[src/rtl/cpu_pkg.sv]
// ----------------------------------------------------------------------------
// cpu_pkg
// Shared types and constants for the 8-bit teaching CPU control path.
//   opcode_t : 4-bit instruction opcodes (instr[15:12])
//   state_t  : fetch/execute sequencer states
//   *_DEFAULT: default instruction, program address and data widths
//   OPC_*/IMM_*: bit positions of the opcode and immediate fields
// ----------------------------------------------------------------------------
package cpu_pkg;

    localparam int IW_DEFAULT = 16;
    localparam int AW_DEFAULT = 8;
    localparam int DW_DEFAULT = 8;

    localparam int OPC_HI = 15;
    localparam int OPC_LO = 12;
    localparam int IMM_HI = 7;
    localparam int IMM_LO = 0;

    typedef enum logic [3:0] {
        OP_NOP  = 4'h0,
        OP_LDI  = 4'h1,
        OP_ADDI = 4'h2,
        OP_SUBI = 4'h3,
        OP_ANDI = 4'h4,
        OP_ORI  = 4'h5,
        OP_XORI = 4'h6,
        OP_IN   = 4'h7,
        OP_OUT  = 4'h8,
        OP_JMP  = 4'h9,
        OP_JMPC = 4'hA,
        OP_JMPZ = 4'hB,
        OP_CALL = 4'hC,
        OP_RET  = 4'hD,
        OP_HALT = 4'hE,
        OP_RSVD = 4'hF
    } opcode_t;

    typedef enum logic [1:0] {
        FETCH = 2'd0,
        EXEC  = 2'd1,
        HALT  = 2'd2
    } state_t;

endpackage

[src/rtl/cpu_alu.sv]
// ----------------------------------------------------------------------------
// cpu_alu
// Combinational accumulator datapath. Given the decoded opcode and the current
// accumulator/carry, produces the values to be registered at the end of EXEC.
// Ports:
//   opcode     in   decoded instruction opcode
//   acc        in   current accumulator
//   imm        in   immediate operand (instr[7:0])
//   data_in    in   external input port, used by IN
//   carry      in   current carry/borrow flag
//   acc_next   out  new accumulator value (meaningful when acc_we=1)
//   carry_next out  new carry flag (equals carry for ops that leave it alone)
//   acc_we     out  accumulator write enable
// ----------------------------------------------------------------------------
module cpu_alu
    import cpu_pkg::*;
#(
    parameter int DW = DW_DEFAULT
) (
    input  opcode_t         opcode,
    input  logic [DW-1:0]   acc,
    input  logic [DW-1:0]   imm,
    input  logic [DW-1:0]   data_in,
    input  logic            carry,
    output logic [DW-1:0]   acc_next,
    output logic            carry_next,
    output logic            acc_we
);

    logic [DW:0] sum;

    // ADDI needs the ninth bit of the sum as its carry out.
    assign sum = {1'b0, acc} + {1'b0, imm};

    always_comb begin
        acc_next   = acc;
        carry_next = carry;
        acc_we     = 1'b0;
        case (opcode)
            OP_LDI: begin
                acc_next = imm;
                acc_we   = 1'b1;
            end
            OP_ADDI: begin
                acc_next   = sum[DW-1:0];
                carry_next = sum[DW];
                acc_we     = 1'b1;
            end
            // Borrow is set when the subtrahend exceeds the accumulator.
            OP_SUBI: begin
                acc_next   = acc - imm;
                carry_next = (imm > acc);
                acc_we     = 1'b1;
            end
            OP_ANDI: begin
                acc_next = acc & imm;
                acc_we   = 1'b1;
            end
            OP_ORI: begin
                acc_next = acc | imm;
                acc_we   = 1'b1;
            end
            OP_XORI: begin
                acc_next = acc ^ imm;
                acc_we   = 1'b1;
            end
            OP_IN: begin
                acc_next = data_in;
                acc_we   = 1'b1;
            end
            default: begin
                acc_next   = acc;
                carry_next = carry;
                acc_we     = 1'b0;
            end
        endcase
    end

endmodule

[src/rtl/ctrl_sequencer.sv]
// ----------------------------------------------------------------------------
// ctrl_sequencer
// Two-cycle fetch/execute control unit for the 8-bit teaching CPU. Decodes the
// instruction word from block memory, updates the accumulator and carry,
// issues one PC command pulse per instruction and drives the I/O ports.
// Ports:
//   clk            in   clock
//   rst            in   asynchronous active-high reset
//   run            in   run enable, sampled in FETCH
//   instr_in       in   instruction word, valid during EXEC
//   data_in        in   external input port (IN)
//   pc_inc         out  PC increment pulse
//   pc_jmp         out  PC jump pulse
//   pc_call        out  PC call pulse
//   pc_ret         out  PC return pulse
//   pc_addr        out  jump/call target, instr_in[7:0]
//   acc_out        out  accumulator (registered)
//   carry          out  carry/borrow flag (registered)
//   data_out       out  output port (registered, updated by OUT)
//   data_out_valid out  one-cycle strobe after data_out updates
//   halted         out  high while in HALT
// ----------------------------------------------------------------------------
module ctrl_sequencer
    import cpu_pkg::*;
#(
    parameter int IW = IW_DEFAULT,
    parameter int AW = AW_DEFAULT,
    parameter int DW = DW_DEFAULT
) (
    input  logic            clk,
    input  logic            rst,
    input  logic            run,
    input  logic [IW-1:0]   instr_in,
    input  logic [DW-1:0]   data_in,
    output logic            pc_inc,
    output logic            pc_jmp,
    output logic            pc_call,
    output logic            pc_ret,
    output logic [AW-1:0]   pc_addr,
    output logic [DW-1:0]   acc_out,
    output logic            carry,
    output logic [DW-1:0]   data_out,
    output logic            data_out_valid,
    output logic            halted
);

    state_t        state;
    opcode_t       opcode;
    logic [DW-1:0] imm;
    logic [DW-1:0] acc_next;
    logic          carry_next;
    logic          acc_we;
    logic [3:0]    unused_bits;

    assign opcode      = opcode_t'(instr_in[OPC_HI:OPC_LO]);
    assign imm         = DW'(instr_in[IMM_HI:IMM_LO]);
    assign pc_addr     = AW'(instr_in[IMM_HI:IMM_LO]);
    assign unused_bits = instr_in[11:8];

    cpu_alu #(
        .DW(DW)
    ) u_alu (
        .opcode    (opcode),
        .acc       (acc_out),
        .imm       (imm),
        .data_in   (data_in),
        .carry     (carry),
        .acc_next  (acc_next),
        .carry_next(carry_next),
        .acc_we    (acc_we)
    );

    // PC command decode. Only EXEC issues a pulse, and the conditional jumps
    // look at the acc/carry still held from before this instruction.
    always_comb begin
        pc_inc  = 1'b0;
        pc_jmp  = 1'b0;
        pc_call = 1'b0;
        pc_ret  = 1'b0;
        if (state == EXEC) begin
            case (opcode)
                OP_JMP:  pc_jmp = 1'b1;
                OP_JMPC: begin
                    if (carry) pc_jmp = 1'b1;
                    else       pc_inc = 1'b1;
                end
                OP_JMPZ: begin
                    if (acc_out == '0) pc_jmp = 1'b1;
                    else               pc_inc = 1'b1;
                end
                OP_CALL: pc_call = 1'b1;
                OP_RET:  pc_ret  = 1'b1;
                OP_HALT: pc_inc  = 1'b0;
                default: pc_inc  = 1'b1;
            endcase
        end
    end

    // Sequencer state plus all registered outputs. Everything an instruction
    // changes is committed on the edge that ends EXEC; HALT only leaves on rst.
    always_ff @(posedge clk or posedge rst) begin
        if (rst) begin
            state          <= FETCH;
            acc_out        <= '0;
            carry          <= 1'b0;
            data_out       <= '0;
            data_out_valid <= 1'b0;
            halted         <= 1'b0;
        end else begin
            data_out_valid <= 1'b0;
            case (state)
                FETCH: begin
                    if (run) state <= EXEC;
                end
                EXEC: begin
                    if (acc_we) acc_out <= acc_next;
                    carry <= carry_next;
                    if (opcode == OP_OUT) begin
                        data_out       <= acc_out;
                        data_out_valid <= 1'b1;
                    end
                    if (opcode == OP_HALT) begin
                        state  <= HALT;
                        halted <= 1'b1;
                    end else begin
                        state <= FETCH;
                    end
                end
                HALT: begin
                    state  <= HALT;
                    halted <= 1'b1;
                end
                default: begin
                    state <= FETCH;
                end
            endcase
        end
    end

endmodule

[config.mk]
export PLATFORM = sky130hd
export DESIGN_NAME = ctrl_sequencer
export DESIGN_NICKNAME = d
export VERILOG_FILES = /design/src/rtl/cpu_pkg.sv /design/src/rtl/cpu_alu.sv /design/src/rtl/ctrl_sequencer.sv
export SDC_FILE = /design/constraint.sdc
export NUM_CORES = 1
export LEC_CHECK = 0
export ABC_AREA = 1
export CAP_MARGIN = 15
export CORE_AREA = 2 2 70 72
export CTS_BUF_LIST = sky130_fd_sc_hd__clkbuf_8
export DETAILED_ROUTE_END_ITERATION = 6
export DIE_AREA = 0 0 72 74
export PLACE_DENSITY = 0.89
export SYNTH_ARGS = -nofsm -noshare
export SYNTH_HDL_FRONTEND = slang
export SYNTH_SLANG_ARGS = --single-unit
[constraint.sdc]
create_clock -name clk -period 2 [get_ports clk]
set_input_delay 0.2 -clock clk [delete_from_list [all_inputs] [get_ports clk]]
set_output_delay 0.2 -clock clk [all_outputs]
set_load 0.005 [all_outputs]
Word-level counts from Yosys, hierarchy flattened
Index checks and enable logic that the tools add are counted.
Word-level totals
  register bits: 21
  latch bits: 0
  RAM bits: 0
  ROM bits: 0
  input port bits: 27
  memories: 0
Operators by class
  add/subtract/negate cells: 2
  multiply operators: 0
  div/mod/pow operators: 0
  $lt $le $gt $ge: 1
  eq/ne operators: 18
  shifts and indexed selects: 0
  muxes and demuxes: 22
  bitwise operators: 3
  reduce and logical (&&, ||, !) cells: 11
Operators by type and width (number)
  case mux 8 bit (7 select lines): 1
  equality test 4 bit (second input constant): 7
  equality test 4 x 3 -> 1 bit (second input constant): 4
  2-to-1 mux 1 bit: 14
  adder 8 x 8 -> 9 bit: 1
  bitwise AND 8 bit: 1
  equality test 4 x 2 -> 1 bit (second input constant): 2
  greater-than comparator 8 bit: 1
  logical NOT 8 bit: 1
  bitwise OR 8 bit: 1
  subtractor 8 bit: 1
  bitwise XOR 8 bit: 1
  nonzero test 7 bit: 1
  OR reduction 7 bit: 1
  case mux 1 bit (3 select lines): 2
  case mux 2 bit (3 select lines): 1
  AND reduction 2 bit: 3
  equality test 4 x 1 -> 1 bit (second input constant): 1
  2-to-1 mux 2 bit: 2
  case mux 1 bit (2 select lines): 2
  nonzero test 2 bit: 2
  OR reduction 4 bit: 1
  AND reduction 3 bit: 1
  equality test 2 x 1 -> 1 bit (second input constant): 1
  4 further kinds: 4

Depth between registers and ports, before layout
  depth in word-level cells: 4
  mapped depth: 14
  depth with buffers taken out: 13

Modules after synthesis
From an unflattened synthesis, not the netlist that was laid out.
Second synthesis, totals
  cells, all modules: 400
  area, all modules: 2488.6 um2
By module, submodules not included
  cpu_alu: instances 1, cells each 277, area each 1462.7 um2, sequential area each 0.0 um2
  ctrl_sequencer: instances 1, cells each 123, area each 1026.0 um2, sequential area each 525.5 um2

Worst setup path after synthesis
No wires, ideal clock.
  kind: register -> register
  start: register acc_out[0]
  end: register acc_out[4]
  library setup time: 0.120 ns
  arrival: 1.625 ns
  data required time: 1.880 ns
  path slack: 0.254 ns
  cell stages (with the launch flop): 11
  path through: dfrtp_1 -> ha_1 -> fa_1 -> nand2_1 -> inv_1 -> a21oi_1 -> nand2_1 -> nand3_1 -> nand2_1 -> o21ai_1 -> nand2_1
Between the ends
  longest elaborated chain between the ends: 2
  elaborated cells on any way between the ends: 3
  classes of those cells: 2 x add/sub; 1 x mux
Ends and longest elaborated chain
  from (decl): line ctrl_sequencer.sv:40  | output logic [DW-1:0] acc_out,
  from (signal assigned): line ctrl_sequencer.sv:116  | if (acc_we) acc_out <= acc_next;
  subtractor 8 bit / adder 8 x 8 -> 9 bit (equally long branches): line cpu_alu.sv:51, cpu_alu.sv:33
  case mux 8 bit (7 select lines) (*): line cpu_alu.sv:39  | case (opcode)
Every way passes the cells marked *; elsewhere a longest branch is shown, timed or not.
A chain may end at the register's enable or synchronous reset.

Worst setup path in the final report
  start: input instr_in[12]
  end: output pc_call
Between the ends
  longest elaborated chain between the ends: 3
Ends and longest elaborated chain
  from (decl): line ctrl_sequencer.sv:33  | input logic [IW-1:0] instr_in,
  equality test 4 bit: line ctrl_sequencer.sv:81  | case (opcode)
  2-to-1 mux 1 bit: line ctrl_sequencer.sv:81
  2-to-1 mux 1 bit: line ctrl_sequencer.sv:80  | if (state == EXEC) begin
  to (decl): line ctrl_sequencer.sv:37  | output logic pc_call,
Every way passes these cells.

==> impl_summary.txt <==
----------------------------------------------------
[Status]
  Run status ... complete, but fails checks
  Violated checks ... design-rule violations

[Timing]
  Rel. slew slack ... 0.704
  Fin crit period ... 1900 ps
  Max Clock Freq ... 527 MHz
  Slew at the pin with the worst max-slew slack ... 444 ps
  RSZ-0062 raised after global routing ... false
  Final clock period utilization by the worst path ... 0.949
  Worst hold slack after final layout ... 269 ps
  Total count of hold-check failures in the final report ... 0
  Setup slack after layout ... 102 ps
  Number of max-slew violations in the final report ... 0
  Count of final setup violators ... 0
  Worst-case clock skew ... 11.1 ps

[Logic synthesis]
  Cell count after synthesis ... 354
  Post-synth top area cell ... dfrtp_1
  Fraction of the yosys area taken by sequential cells ... 0.226
  Average instance area after synthesis ... 6.56 um^2
  Top cell type's share of synthesized area ... 0.226
  Syn. warnings ... 0
  Count of state elements after synthesis ... 21
  Number of unique standard cell types used by synthesis ... 33
  Top cell types by occurrence after synthesis ... nand2_1 (98), inv_1 (51), nor2_1 (28)
  Synth async-reset ratio ... 1.00
  Post-synth EDFFs ... 0
  Synth top area cells ... dfrtp_1 (23%), nand2_1 (16%), ha_1 (13%)
  Post-Syn Nets ... 408
  Most used flip-flop cell after synthesis ... dfrtp_1
  Post-synthesis instance area ... 2320 um^2
  Leading cell type by number of instances after synthesis ... nand2_1

[Critical path]
  Required arrival time at the worst endpoint ... 1800 ps
  Logic depth of the worst register-to-register path ... 11
  Endpoint of the most critical register-to-register path ... acc_out[6]
  Kind of launch point of the worst setup path ... input pin
  Maximum fanout count along the critical path ... 4
  Critical path class ... input pin to primary output
  Endpoint type of the worst setup path ... primary output
  Source of the worst register-to-register timing path ... acc_out[0]
  CP Data Arrival Time ... 1700 ps
  FF-to-FF setup slack ... 120 ps

[Pwr]
  Switching Fraction ... 0.434
  Proportion of power drawn by combinational gates ... 0.655
  Total power divided by cell area ... 818 nW/um^2
  Share of total power in the clock network ... 0.110
  Fraction of power consumed by sequential logic ... 0.235
  Total chip power ... 2760 uW
  NetSw ... 1200 uW
  Maximum resistive drop on vdd ... 490 uV
  Int Power ... 1560 uW
  Cell leakage power ... 0.00172 uW

[Detailed routing]
  Number of detailed-route iterations in the first pass ... 7
  1st-iter DRT viols ... 281
  Post-DR vias/cell ... 5.46
  Average detailed-routed wire length per instance ... 15.5 um
  DR DRC count ... 4
  Antenna-violating nets left ... 0
  Total vias in the final route ... 2,798
  Wire length after detailed routing ... 7930 um

[Clocking]
  # H-tree levels ... 1
  Number of sinks driven by the clock tree ... 21
  Clock slew seen by the registers of the worst setup and hold paths ... 90 ps
  Later-pin clock latency in the skew report ... 270 ps
  Number of buffers inserted during clock tree synthesis ... 3
  Hold Buf Count CTS ... 0
  CTS tree ... done
  Clock Root Buffer ... clkbuf_8
  Largest buffer count on any clock path ... 2

[Layout]
  Post-Route Utilization ... 0.734
  Non-filler instance count after layout ... 512
  # fillers ... 358
  Area growth from synthesis to final layout ... 45.2%
  Number of nets in the layout ... 513
  Count of inserted antenna diode cells ... 0
  Share of layout cells above drive strength 1 ... 0.221
  FF/Latch Area ... 529 um^2
  Combined area of the multi-input logic cells ... 1540 um^2

[Floorplan]
  Number of cell rows ... 25
  Starting Density ... 0.505
  Die Footprint ... 5330 um^2
  Number of top-level design ports ... 58
  Width of the chip ... 72 um
  Die Y-Extent ... 74 um
  Core outline area ... 4600 um^2

[Global routing]
  Grt ovf ... 0
  Antenna violations before repair ... 0
  Global-route wire length before repair ... 12,400 um
  Pin count of the biggest net entering global routing ... 22
  GRT Overall Usage ... 0.298
  Vias in the first global route ... 2,791

[Min path]
  Worst min-delay path class ... input pin to async pin

[Placed design]
  Pre-CTS setup slack ... -203 ps
  IO buf count ... 53
  Final weighted congestion in routability-driven placement ... 1.01
  Total instance count after detailed placement ... 507
  DPL Wire Length ... 6220 um

[Flow run]
  Number of max-cap violations ... 0

----------------------------------------------------
how the worst max path moves through the flow:
stage | startpoint | end | cells past startpoint
detailed placement | instr_in[0] | acc_out[4] | 11
floorplan | acc_out[0] | acc_out[4] | 10
global placement | instr_in[0] | acc_out[4] | 11
global route | acc_out[5] | acc_out[6] | 9
finish | instr_in[12] | pc_call | 6
CTS | state[0] | pc_call | 7
kinds of logic (layout without fill, tap and decap cells):
kind of cell / count (synthesis) / in the layout / synth area share
AOI/OAI and AO/OA: 56 / 56 / 0.146
adders and majority gates: 27 / 27 / 0.152
buffers and inverters: 71 / 175 / 0.135
DFF: 21 / 21 / 0.226
and+or+nand+nor: 179 / 179 / 0.341
cell usage in the layout, fill, tap and decap left out, types with 14 or more instances in the layout:
cell             Yosys  layout
nand2_1             98      98
buf_4                8      59
inv_1               51      52
clkdlybuf4s50_1      0      49
nand3_1             27      27
nor2_1              28      27
ha_1                25      22
dfrtp_1             21      18
a21oi_1             16      15
o21ai_0             14      14
stage by stage:
step | TNS, ps | cell area (um^2)
CTS | 0 | 3320
global route | 0 | 3370
finish | 0 | 3370
floorplan | 0 | 2320
global placement | -986 | 3260
detailed placement | -1280 | 3260
what timing repair did:
item                                    in CTS  in global routing
endpoints found under the setup margin       2                  9
setup buffers                                0                  1
gates resized for setup                      4                 14
cell type report:
cell class	instances	share of cell area
well taps	54	0.0200
multi-input cells	262	0.455
clock inverters	1	0.00111
flip-flops and latches	21	0.157
repair buffers	112	0.289
inverters	59	0.0656
clock buffers	3	0.0122
power groups by stage:
| stage | logic [uW] | registers (uW) | clock network [uW] |
|---|---|---|---|
| 6_report | 1810 | 649 | 303 |
| 5_1_grt | 1980 | 659 | 317 |
| 4_1_cts | 1740 | 642 | 297 |
| 3_5_place_dp | 1720 | 643 | 0 |
| 3_3_place_gp | 1680 | 640 | 0 |
| 2_1_floorplan | 818 | 664 | 0 |
critical path, stage by stage:
cell	delay (ps)
clkdlybuf4s50_1	450
buf_4	160
nor2_2	170
inv_2	90
nor2_1	120
clkdlybuf4s50_1	510
flip-flops by register name (all words and copies together), names as in the netlist:
| name | flops |
|---|---|
| carry | 1 |
| halted | 1 |
| data_out_valid | 1 |
| data_out | 8 |
| state | 2 |
| acc_out | 8 |
layer usage:
metal  vias to the layer above  GRT usage  part of all wire
met1                      1268      0.331              0.38
met4                         0      0.174             0.056
li1                       1340          -                 -
met5                         -          0                 0
met3                        42     0.0488             0.069
met2                       148      0.541              0.50
Note: power is estimated with default switching activity, not from simulation.
